File: config.mk
export PLATFORM = sky130hd
export DESIGN_NAME = vga_timing_core
export DESIGN_NICKNAME = d
export VERILOG_FILES = /design/src/rtl/vga_pkg.sv /design/src/rtl/vga_edge_sync.sv /design/src/rtl/vga_timing_core.sv
export SDC_FILE = /design/constraint.sdc
export NUM_CORES = 1
export LEC_CHECK = 0
export CAP_MARGIN = 20
export CORE_MARGIN = 4
export CORE_UTILIZATION = 61
export CTS_CLUSTER_SIZE = 8
export DETAILED_ROUTE_END_ITERATION = 10
export GPL_TIMING_DRIVEN = 0
export PLACE_DENSITY_LB_ADDON = 0.2
export SYNTH_ARGS = -nofsm -noshare
export SYNTH_HDL_FRONTEND = slang
export SYNTH_HIERARCHICAL = 1
export SYNTH_SLANG_ARGS = --single-unit
File: constraint.sdc
create_clock -name CLOCK_50M -period 4.55 [get_ports CLOCK_50M]
set_input_delay 0.91 -clock CLOCK_50M [delete_from_list [all_inputs] [get_ports CLOCK_50M]]
set_output_delay 0.91 -clock CLOCK_50M [all_outputs]
set_load 0.02 [all_outputs]
File: src/rtl/vga_pkg.sv
// Shared constants for the VGA timing core: default 640x480@60 timing and
// the pattern-select encodings.
package vga_pkg;

  localparam int VGA_H_ACTIVE = 640;
  localparam int VGA_H_FPORCH = 16;
  localparam int VGA_H_SYNC   = 96;
  localparam int VGA_H_BPORCH = 48;
  localparam int VGA_V_ACTIVE = 480;
  localparam int VGA_V_FPORCH = 10;
  localparam int VGA_V_SYNC   = 2;
  localparam int VGA_V_BPORCH = 33;

  typedef enum logic [1:0] {
    MODE_SOLID = 2'd0,
    MODE_BARS  = 2'd1,
    MODE_CHECK = 2'd2,
    MODE_GRAD  = 2'd3
  } vga_mode_e;

endpackage

File: src/rtl/vga_edge_sync.sv
// Two-flop synchroniser for an asynchronous level input, followed by a
// rising-edge detector producing a single-cycle pulse.
module vga_edge_sync (
  input  logic clk_i,
  input  logic rst_i,
  input  logic d_i,
  output logic rise_o
);

  logic meta_q, sync_q, prev_q;

  // Synchroniser chain plus one history flop for edge detection.
  always_ff @(posedge clk_i) begin
    if (rst_i) begin
      meta_q <= 1'b0;
      sync_q <= 1'b0;
      prev_q <= 1'b0;
    end else begin
      meta_q <= d_i;
      sync_q <= meta_q;
      prev_q <= sync_q;
    end
  end

  assign rise_o = sync_q & ~prev_q;

endmodule

File: src/rtl/vga_timing_core.sv
// VGA raster timing generator with a small set of test patterns. Pixel
// rate is derived from CLOCK_50M by a tick enable; all outputs are
// registered one tick after the counter position they describe.
module vga_timing_core
  import vga_pkg::*;
#(
  parameter int COLOR_W   = 4,
  parameter int CLK_DIV   = 2,
  parameter int H_ACTIVE  = VGA_H_ACTIVE,
  parameter int H_FPORCH  = VGA_H_FPORCH,
  parameter int H_SYNC    = VGA_H_SYNC,
  parameter int H_BPORCH  = VGA_H_BPORCH,
  parameter int V_ACTIVE  = VGA_V_ACTIVE,
  parameter int V_FPORCH  = VGA_V_FPORCH,
  parameter int V_SYNC    = VGA_V_SYNC,
  parameter int V_BPORCH  = VGA_V_BPORCH,
  parameter bit HSYNC_POL = 1'b0,
  parameter bit VSYNC_POL = 1'b0,
  parameter int CNT_W     = 10
) (
  input  logic               CLOCK_50M,
  input  logic               RESET,
  input  logic [1:0]         MODE,
  input  logic               COLOR_UP,
  input  logic               COLOR_DOWN,
  output logic [COLOR_W-1:0] VGA_R,
  output logic [COLOR_W-1:0] VGA_G,
  output logic [COLOR_W-1:0] VGA_B,
  output logic               VGA_HSYNC,
  output logic               VGA_VSYNC,
  output logic [CNT_W-1:0]   PIXEL_X,
  output logic [CNT_W-1:0]   PIXEL_Y,
  output logic               ACTIVE,
  output logic               FRAME_START
);

  localparam int H_TOTAL = H_ACTIVE + H_FPORCH + H_SYNC + H_BPORCH;
  localparam int V_TOTAL = V_ACTIVE + V_FPORCH + V_SYNC + V_BPORCH;
  localparam int DIV_W   = (CLK_DIV > 1) ? $clog2(CLK_DIV) : 1;
  localparam int BAR_W   = H_ACTIVE / 8;
  // The gradient spans the visible width: take the top bits of x counted
  // within the bits needed to address H_ACTIVE, not within CNT_W.
  localparam int XW      = $clog2(H_ACTIVE);

  logic [DIV_W-1:0]   div_q;
  logic               tick;
  logic [CNT_W-1:0]   h_q, v_q;
  logic               frame_tick;
  logic               up_rise, dn_rise;
  logic [COLOR_W-1:0] pend_q;
  logic [COLOR_W-1:0] shlv_q;
  vga_mode_e          shmd_q;

  logic [COLOR_W-1:0] lvl_use;
  vga_mode_e          mode_use;
  logic [2:0]         bar_b;
  logic               act_d, hs_d, vs_d;
  logic [COLOR_W-1:0] r_d, g_d, b_d;

  // Tick fires on the first clock after reset and every CLK_DIV clocks after.
  assign tick       = (div_q == '0);
  assign frame_tick = tick && (h_q == '0) && (v_q == '0);

  // Pixel-rate divider.
  always_ff @(posedge CLOCK_50M) begin
    if (RESET || div_q == DIV_W'(CLK_DIV - 1)) div_q <= '0;
    else                                       div_q <= div_q + 1'b1;
  end

  // Raster position counters, advancing once per tick.
  always_ff @(posedge CLOCK_50M) begin
    if (RESET) begin
      h_q <= '0;
      v_q <= '0;
    end else if (tick) begin
      if (h_q == CNT_W'(H_TOTAL - 1)) begin
        h_q <= '0;
        v_q <= (v_q == CNT_W'(V_TOTAL - 1)) ? '0 : v_q + 1'b1;
      end else begin
        h_q <= h_q + 1'b1;
      end
    end
  end

  vga_edge_sync u_up (.clk_i(CLOCK_50M), .rst_i(RESET), .d_i(COLOR_UP),   .rise_o(up_rise));
  vga_edge_sync u_dn (.clk_i(CLOCK_50M), .rst_i(RESET), .d_i(COLOR_DOWN), .rise_o(dn_rise));

  // Pending level: simultaneous up and down edges cancel.
  always_ff @(posedge CLOCK_50M) begin
    if (RESET) pend_q <= '1;
    else if (up_rise && !dn_rise) pend_q <= pend_q + 1'b1;
    else if (dn_rise && !up_rise) pend_q <= pend_q - 1'b1;
  end

  // Shadow level and mode, latched only at the start of a frame.
  always_ff @(posedge CLOCK_50M) begin
    if (RESET) begin
      shlv_q <= '1;
      shmd_q <= MODE_SOLID;
    end else if (frame_tick) begin
      shlv_q <= pend_q;
      shmd_q <= vga_mode_e'(MODE);
    end
  end

  // Pixel (0,0) already belongs to the new frame, so it uses the values
  // being latched into the shadows on that same tick.
  always_comb begin
    lvl_use  = frame_tick ? pend_q : shlv_q;
    mode_use = frame_tick ? vga_mode_e'(MODE) : shmd_q;
    bar_b    = 3'(h_q / CNT_W'(BAR_W));
    act_d    = (h_q < CNT_W'(H_ACTIVE)) && (v_q < CNT_W'(V_ACTIVE));
    hs_d     = ((h_q >= CNT_W'(H_ACTIVE + H_FPORCH)) &&
                (h_q <  CNT_W'(H_ACTIVE + H_FPORCH + H_SYNC))) ? HSYNC_POL : !HSYNC_POL;
    vs_d     = ((v_q >= CNT_W'(V_ACTIVE + V_FPORCH)) &&
                (v_q <  CNT_W'(V_ACTIVE + V_FPORCH + V_SYNC))) ? VSYNC_POL : !VSYNC_POL;
    r_d      = '0;
    g_d      = '0;
    b_d      = '0;
    if (act_d) begin
      case (mode_use)
        MODE_SOLID: begin
          r_d = lvl_use; g_d = lvl_use; b_d = lvl_use;
        end
        MODE_BARS: begin
          r_d = bar_b[2] ? lvl_use : '0;
          g_d = bar_b[1] ? lvl_use : '0;
          b_d = bar_b[0] ? lvl_use : '0;
        end
        MODE_CHECK: begin
          if (h_q[5] ^ v_q[5]) begin
            r_d = lvl_use; g_d = lvl_use; b_d = lvl_use;
          end
        end
        default: begin
          r_d = h_q[XW-1 -: COLOR_W];
          g_d = h_q[XW-1 -: COLOR_W];
          b_d = h_q[XW-1 -: COLOR_W];
        end
      endcase
    end
  end

  // Output registers: updated on ticks, held otherwise; FRAME_START is a
  // single-clock pulse regardless of the divider ratio.
  always_ff @(posedge CLOCK_50M) begin
    if (RESET) begin
      VGA_R       <= '0;
      VGA_G       <= '0;
      VGA_B       <= '0;
      VGA_HSYNC   <= !HSYNC_POL;
      VGA_VSYNC   <= !VSYNC_POL;
      PIXEL_X     <= '0;
      PIXEL_Y     <= '0;
      ACTIVE      <= 1'b0;
      FRAME_START <= 1'b0;
    end else begin
      FRAME_START <= frame_tick;
      if (tick) begin
        VGA_R     <= r_d;
        VGA_G     <= g_d;
        VGA_B     <= b_d;
        VGA_HSYNC <= hs_d;
        VGA_VSYNC <= vs_d;
        PIXEL_X   <= h_q;
        PIXEL_Y   <= v_q;
        ACTIVE    <= act_d;
      end
    end
  end

endmodule

* Word level (Yosys, flattened, before mapping)
Cells that the tools add are included.
** Cells by class
- Magnitude comparators :: 6
- $add $sub $neg :: 5
- Equal/unequal tests :: 4
- Bitwise gates (word level) :: 6
- Reduce and logical (&&, ||, !) cells :: 15
- Divide/modulo/power cells :: 1
- Multiplexer cells :: 18
** Operator list (number)
- two-way mux 4 bit :: 10
- case mux 4 bit (3 select lines) :: 3
- adder 10 x 1 -> 10 bit (second input constant) :: 2
- == test 10 bit (second input constant) :: 2
- zero test 10 bit :: 2
- < comparator 10 bit (second input constant) :: 2
- < comparator 10 x 9 -> 1 bit (second input constant) :: 2
- two-way mux 10 bit :: 2
- divider 10 x 7 -> 10 bit (second input constant) :: 1
- greater-or-equal comparator 10 bit (second input constant) :: 1
- greater-or-equal comparator 10 x 9 -> 1 bit (second input constant) :: 1
- logical AND 1 bit :: 7
- adder 4 x 1 -> 4 bit (second input constant) :: 1
- subtractor 4 x 1 -> 4 bit (second input constant) :: 1
- inverter 1 bit :: 3
- bitwise AND 1 bit :: 2
- == test 2 x 1 -> 1 bit (second input constant) :: 1
- == test 2 bit (second input constant) :: 1
- zero test 1 bit :: 2
- zero test 2 bit :: 1
- two-way mux 1 bit :: 2
- two-way mux 2 bit :: 1
- AND reduction 2 bit :: 1
- nonzero test 2 bit :: 1
- other kinds (3) :: 3
** Storage, ports and cells
- Bits of input ports :: 6
- Register bits :: 73

* Logic depth before layout (Yosys ltp)
Gate-level depths: netlist (run 1).
- Word-level depth :: 7
- Depth in mapped cells :: 10
- Mapped depth without buffers :: 10

* Modules after synthesis
The synthesis (run 1) kept the hierarchy.
** By module, submodules not included
- vga_timing_core :: area each 3582.2 um^2, instances 1, cells an instance 414, sequential area each 1341.3 um^2
- vga_edge_sync :: area each 87.6 um^2, instances 2, cells an instance 7, sequential area each 60.1 um^2

* Least setup slack after synthesis (run 1)
OpenSTA, ideal clock, no wires.
- Kind :: in2reg
- Start point :: in MODE[1]
- End point :: reg VGA_G[0]
- Cell stages on the path :: 4
- Setup time :: 117 ps
- Required time :: 4433 ps
- Path buffers :: 0
- Arrival time :: 1834 ps
- Path slack :: 2599 ps
- Cell sequence :: and2_1 -> o211a_1 -> or3_1 -> a22o_1
** On the way
- Longest elaborated chain between the ends :: 4
** Ends and longest elaborated chain
- start, declared :: RTL line vga_timing_core.sv:23 : input logic [1:0] MODE,
- two-way mux 2 bit *
- == test 2 bit, or another cell as far along :: RTL line vga_timing_core.sv:121 : case (mode_use)
- case mux 4 bit (3 select lines) * :: RTL line vga_timing_core.sv:121
- two-way mux 4 bit * :: RTL line vga_timing_core.sv:120 : if (act_d) begin
- end signal, assigned :: RTL line vga_timing_core.sv:161 : VGA_G <= g_d;
- end, declared :: RTL line vga_timing_core.sv:27 : output logic [COLOR_W-1:0] VGA_G,
Every way passes the cells marked *; elsewhere a longest branch is shown, timed or not.
A chain may end at the register's enable or synchronous reset.

==> reports/qor.yml, run 1 <==
finalClockSkew_ns: 0.006908
ys.flop_type: "dfxtp_1"
dieArea_um2: 7480
cp-start-kind: "input port"
grt_pass1_wl_mm: 15.15
crit_fanout: 10
p_leak_nw: 1.744
yosysTopAreaCell: "dfxtp_1"
tightest_slew_ns: 0.6168
die_h_um: 86.49
first_pass_iters: 5
dp_slack_ns: 1.741
synth_top_family_by_area: "simple AND/OR/NAND/NOR gates"
synth_cell_types: 58
drive_above_1_share: 0.08660
synth_top_area_share: 0.3889
port_buffers: 41
wl_mm: 9.055
synth-simple-area-share: 0.2501
yosysSeqAreaShare: 0.3889
max_freq_ghz: 0.4024
hold_viol: 0
chipWidth_um: 86.49
setup.worst_path.end_class: "register"
slew_headroom: 0.5888
hp-start: "u_dn/meta_q"
synth_cells: 428
cts_setup_buffers: 0
area_growth_pct: 17.58
synthTopCellsByArea: "dfxtp_1 39%, mux2i_1 6.4%, nor2_1 5.3%"
syn_nets: 442
hpwl_mm: 6.517
wl_per_cell_um: 16.17
synthMuxAreaShare: 0.06693
cts_buffers: 9
ys_seq_elements: 73
grt.total_usage: 0.2546
rsz0062_at_grt: "no"
initial_core_util: 0.6309
maxCapViolCount: 0
setup_ws_ns: 2.065
grt_max_degree: 12
grt_pass1_vias: 3189
final_max_slew_viol_count: 0
clk_latency_ns: 0.34
worstPathCellList: "clkdlybuf4s50_1, clkbuf_1, nor2_1, clkbuf_1, a211oi_1, a21oi_1"
worst-endpoint-required_ns: 4.78
slowest_delay_ns: 0.59
ys_warn_count: 6
num_rows: 28
r2r-start: "v_q[1]"
num_io_pins: 42
cts_tree: "built"
antenna_found_initial: 0
critPathKind: "input port to register"
antenna_cells: 0
avgSynthCellArea_um2: 8.779
synth_xor_area_frac: 0.04396
synth.most_common_cell: "dfxtp_1"
vias_per_cell: 6.082
hold_path.class: "register to register"
crit_path_top_delay_cell: "clkdlybuf4s50_1"
arrival_ns: 2.71
period_needed_ns: 2.485
globalplace.congestion: 0.9451
clockBufferDepth: 2
cts_resized: 0
synthTopCellsByCount: "73 x dfxtp_1, 53 x nor2_1, 29 x a21oi_1"
vias: 3406
ir_drop_mv: 0.2472
synth_fa_ha_area_frac: 0.02864
cts_root_buffer: "clkbuf_8"
p_per_area_nw_per_um2: 314.3
cp_common_cell: "clkbuf_1"
synth_area_um2: 3757
crit_start: "RESET"
synthArstFlopShare: 0
core_um2: 5956
htree_levels: 3
ant_nets: 0
ctsHoldBuffers: 0
tns_ns: 0
period_share: 0.5461
path_clk_slew_ns: 0.08
setup_violations: 0
clkSinkCount: 73
drc: 0
hold_slack_ns: 0.4486
status: "finished, final reports clean"
synth-edff-count: 0
grt_overflow: 0
synth_compound_area_frac: 0.1722
drtIter0Drc: 261
nNetsFinal: 494
## per-layer routing
metal / track usage / up-vias / part of all wire
met5: 0 / - / 0
met2: 0.4117 / 139 / 0.48
li1: - / 1639 / -
met3: 0.05608 / 21 / 0.071
met1: 0.3319 / 1607 / 0.44
met4: 0.09773 / 0 / 0.014
## power breakdown
group / internal [W] / switching, W
sequential: 0.000673 / 0.0000277
clock: 0.000197 / 0.000232
combinational: 0.000120 / 0.000139
total: 0.000990 / 0.000398
## state kept, by name, indices dropped and copies added, names as in the netlist, 2 cells and up
signal / flops
VGA_R: 4
PIXEL_X: 10
VGA_G: 4
shmd_q: 2
v_q: 10
pend_q: 4
shlv_q: 4
h_q: 10
PIXEL_Y: 10
VGA_B: 4
## cells by family after synthesis
logic type	Yosys count
multiplexers	25
buffers and inverters	40
AND/OR/NAND/NOR	171
adder cells (fa/ha/maj)	8
XOR/XNOR	18
AO/OA/AOI/OAI	93
flip-flops	73
## cell usage in the layout (no fill, tap or decap), drive strengths merged, types with 2 or more instances in the layout
cell	n
a22oi	5
nor3	7
buf	13
clkdlybuf4s50	41
and2	3
nor2	54
o21ai	16
a21o	2
xor2	10
or2	2
inv	13
or3	9
and4b	5
a22o	4
ha	7
nor3b	2
nand2b	8
dfxtp	73
clkinv	3
nor2b	16
o211ai	5
a21oi	29
o32ai	5
o211a	4
a211oi	8
nor4	4
nand3	7
nand2	24
clkbuf	26
and3	9
xnor2	8
a211o	4
mux2i	24
a32oi	8
and4	3
nand4	11
## worst max-delay path, delay by kind of cell
kind / cells / cell delay (ns)
buffers and inverters: 3 / 1.25
AND/OR/NAND/NOR: 1 / 0.13
AO/OA/AOI/OAI: 2 / 0.41
## final cells by class
cell class	count	area, µm²
multi-input cells	315	2111
clock buffers	13	138.9
fillers	455	1538
well taps	75	93.84
inverters	14	52.55
clock inverters	3	17.52
repair buffers	41	410.4
plain buffers	26	132.6
flip-flops and latches	73	1461
## path summary, 6_finish.rpt
kind | depth (start not counted) | end | slack (ns)
min reg2reg | 1 | u_dn/sync_q | 0.45
max reg2reg | 8 | VGA_G[2] | 2.32
max | 6 | VGA_B[1] | 2.07
min | 1 | u_dn/sync_q | 0.45
## through the flow
step | cells | total power, W | instance area [µm²] | util
2_1_floorplan | 428 | 0.0008864 | 3757 | -
5_1_grt | 560 | 0.001453 | 4418 | 0.7418
4_1_cts | 560 | 0.001393 | 4418 | 0.7418
6_report | 560 | 0.001388 | 4418 | 0.7418
3_3_place_gp | 544 | 0.0009639 | 4262 | 0.7155
3_5_place_dp | 544 | 0.0009694 | 4262 | 0.7155
Note: power is estimated with default switching activity, not from simulation.
==> run 2: changes to the inputs <==
--- a/config.mk
+++ b/config.mk
@@ -7,7 +7,7 @@
 export LEC_CHECK = 0
 export CAP_MARGIN = 20
 export CORE_MARGIN = 4
-export CORE_UTILIZATION = 61
+export CORE_UTILIZATION = 51
 export CTS_CLUSTER_SIZE = 8
 export DETAILED_ROUTE_END_ITERATION = 10
 export GPL_TIMING_DRIVEN = 0
==> constraint.sdc (replaced) <==
create_clock -name CLOCK_50M -period 2.1 [get_ports CLOCK_50M]
set_input_delay 0.42 -clock CLOCK_50M [delete_from_list [all_inputs] [get_ports CLOCK_50M]]
set_output_delay 0.42 -clock CLOCK_50M [all_outputs]
set_load 0.02 [all_outputs]
==> reports/qor.yml, run 2 (synthesis gave the netlist of run 1 again) <==
setup_ws_ns: 0.08401
tns_ns: 0
crit_fanout: 10
fillCellCount: 642
drtIter0Drc: 213
dieArea_um2: 8805
period_share: 0.9600
initial_core_util: 0.5208
clockBufferDepth: 2
wl_per_cell_um: 15.81
drive_above_1_share: 0.1255
dr_wl_met2_mm: 4.406
period_needed_ns: 2.016
chipWidth_um: 93.84
most-common-layout-cells: "68 x dfxtp_1, 52 x nor2_1, 41 x clkdlybuf4s50_1"
tightest_slew_ns: 0.6028
seqPwrFrac: 0.456
final_cell_count_no_fill: 585
nNetsFinal: 495
wl_mm: 9.249
cts_buffers: 9
setup_violations: 0
vias: 3346
ant_nets: 0
vias_per_cell: 5.720
grt_pass1_vias: 3248
grt_max_degree: 13
antenna_found_initial: 0
globalplace.congestion: 0.8619
dp_slack_ns: -0.2362
cts_tree: "built"
final_area_um2: 4544
setup.worst_path.end_class: "register"
critPathKind: "register to register"
hold_viol: 0
drt-met1-wl_mm: 4.269
hold_path.class: "register to register"
finalClockSkew_ns: 0.007733
ctsHoldBuffers: 0
p_per_area_nw_per_um2: 733.5
p_leak_nw: 1.800
p_switching_w: 0.0009014
routed.top_layer: "met4"
grt.total_usage: 0.2214
slew_headroom: 0.5969
drc: 0
clk_latency_ns: 0.35
dp_cells: 568
ir_drop_mv: 0.4387
die_h_um: 93.84
antenna_cells: 0
core_um2: 7214
htree_levels: 3
grt_overflow: 0
intPower_w: 0.002432
cts_setup_buffers: 0
place_area_um2: 4292
cp-start-kind: "register"
status: "finished, final reports clean"
grt_pass1_wl_mm: 15.64
maxCapViolCount: 0
area_growth_pct: 20.95
rsz0062_at_grt: "yes"
first_pass_iters: 5
path_clk_slew_ns: 0.08
final_max_slew_viol_count: 0
arrival_ns: 2.30
cts_root_buffer: "clkbuf_8"
max_freq_ghz: 0.4960
swShare: 0.2704
clkSinkCount: 73
worst-endpoint-required_ns: 2.38
clkPwrFrac: 0.372
hpwl_mm: 6.588
p_comb_frac: 0.172
num_rows: 31
route.met3.wl_um: 479
port_buffers: 41
mostFrequentLayoutCell: "dfxtp_1"
num_io_pins: 42
p_total_w: 0.003333
## run 2: power groups by stage
stage / clock, W / sequential, W / combinational, W
6_report: 0.00124 / 0.00152 / 0.000573
5_1_grt: 0.00133 / 0.00153 / 0.000625
4_1_cts: 0.00126 / 0.00152 / 0.000558
3_5_place_dp: 0 / 0.00155 / 0.000552
3_3_place_gp: 0 / 0.00155 / 0.000542
2_1_floorplan: 0 / 0.00159 / 0.000330
## run 2: per-stage QoR
stage / util / hold slack [ns]
3_3_place_gp: 0.5949 / 0.4166
2_1_floorplan: - / 0.4138
5_1_grt: 0.6299 / 0.4719
3_5_place_dp: 0.5949 / 0.4264
4_1_cts: 0.6259 / 0.4442
6_report: 0.6299 / 0.4421
## run 2: routing by layer
layer | global-route usage | vias to the layer above
met1 | 0.2927 | 1594
met4 | 0.07220 | 0
met5 | 0 | -
met3 | 0.04327 | 9
met2 | 0.3619 | 97
li1 | - | 1646
## run 2: repair_timing
item                                   4_1_cts  5_1_grt
pin swaps                                    0        4
endpoints found under the hold margin        0        0
setup endpoints to repair                    7       16
cloned                                       0        1
resized for setup                            2       23
## run 2: worst paths after layout
check                   start  slack, ns  depth (start not counted)           to
setup / recovery       h_q[6]       0.08                          6     VGA_R[0]
hold / removal    u_dn/meta_q       0.44                          1  u_dn/sync_q
setup reg to reg       h_q[6]       0.08                          6     VGA_R[0]
hold reg to reg   u_dn/meta_q       0.44                          1  u_dn/sync_q
## run 2: final cells by class
class / instances / area [µm²] / share of cell area
repair buffers: 42 / 415.4 / 0.09141
clock buffers: 12 / 145.1 / 0.03194
plain buffers: 26 / 138.9 / 0.03056
clock inverters: 4 / 76.32 / 0.01680
flip-flops and latches: 73 / 1468 / 0.3230
well taps: 99 / 123.9 / 0.02726
inverters: 14 / 52.55 / 0.01156
multi-input cells: 315 / 2125 / 0.4675
## run 2: worst max-delay path: stages (launching register included)
cell     delay [ns]
dfxtp_1        0.34
buf_2          0.20
nor4_1         0.35
nand4_1        0.28
o21ai_0        0.45
a32oi_1        0.17
a21oi_1        0.15
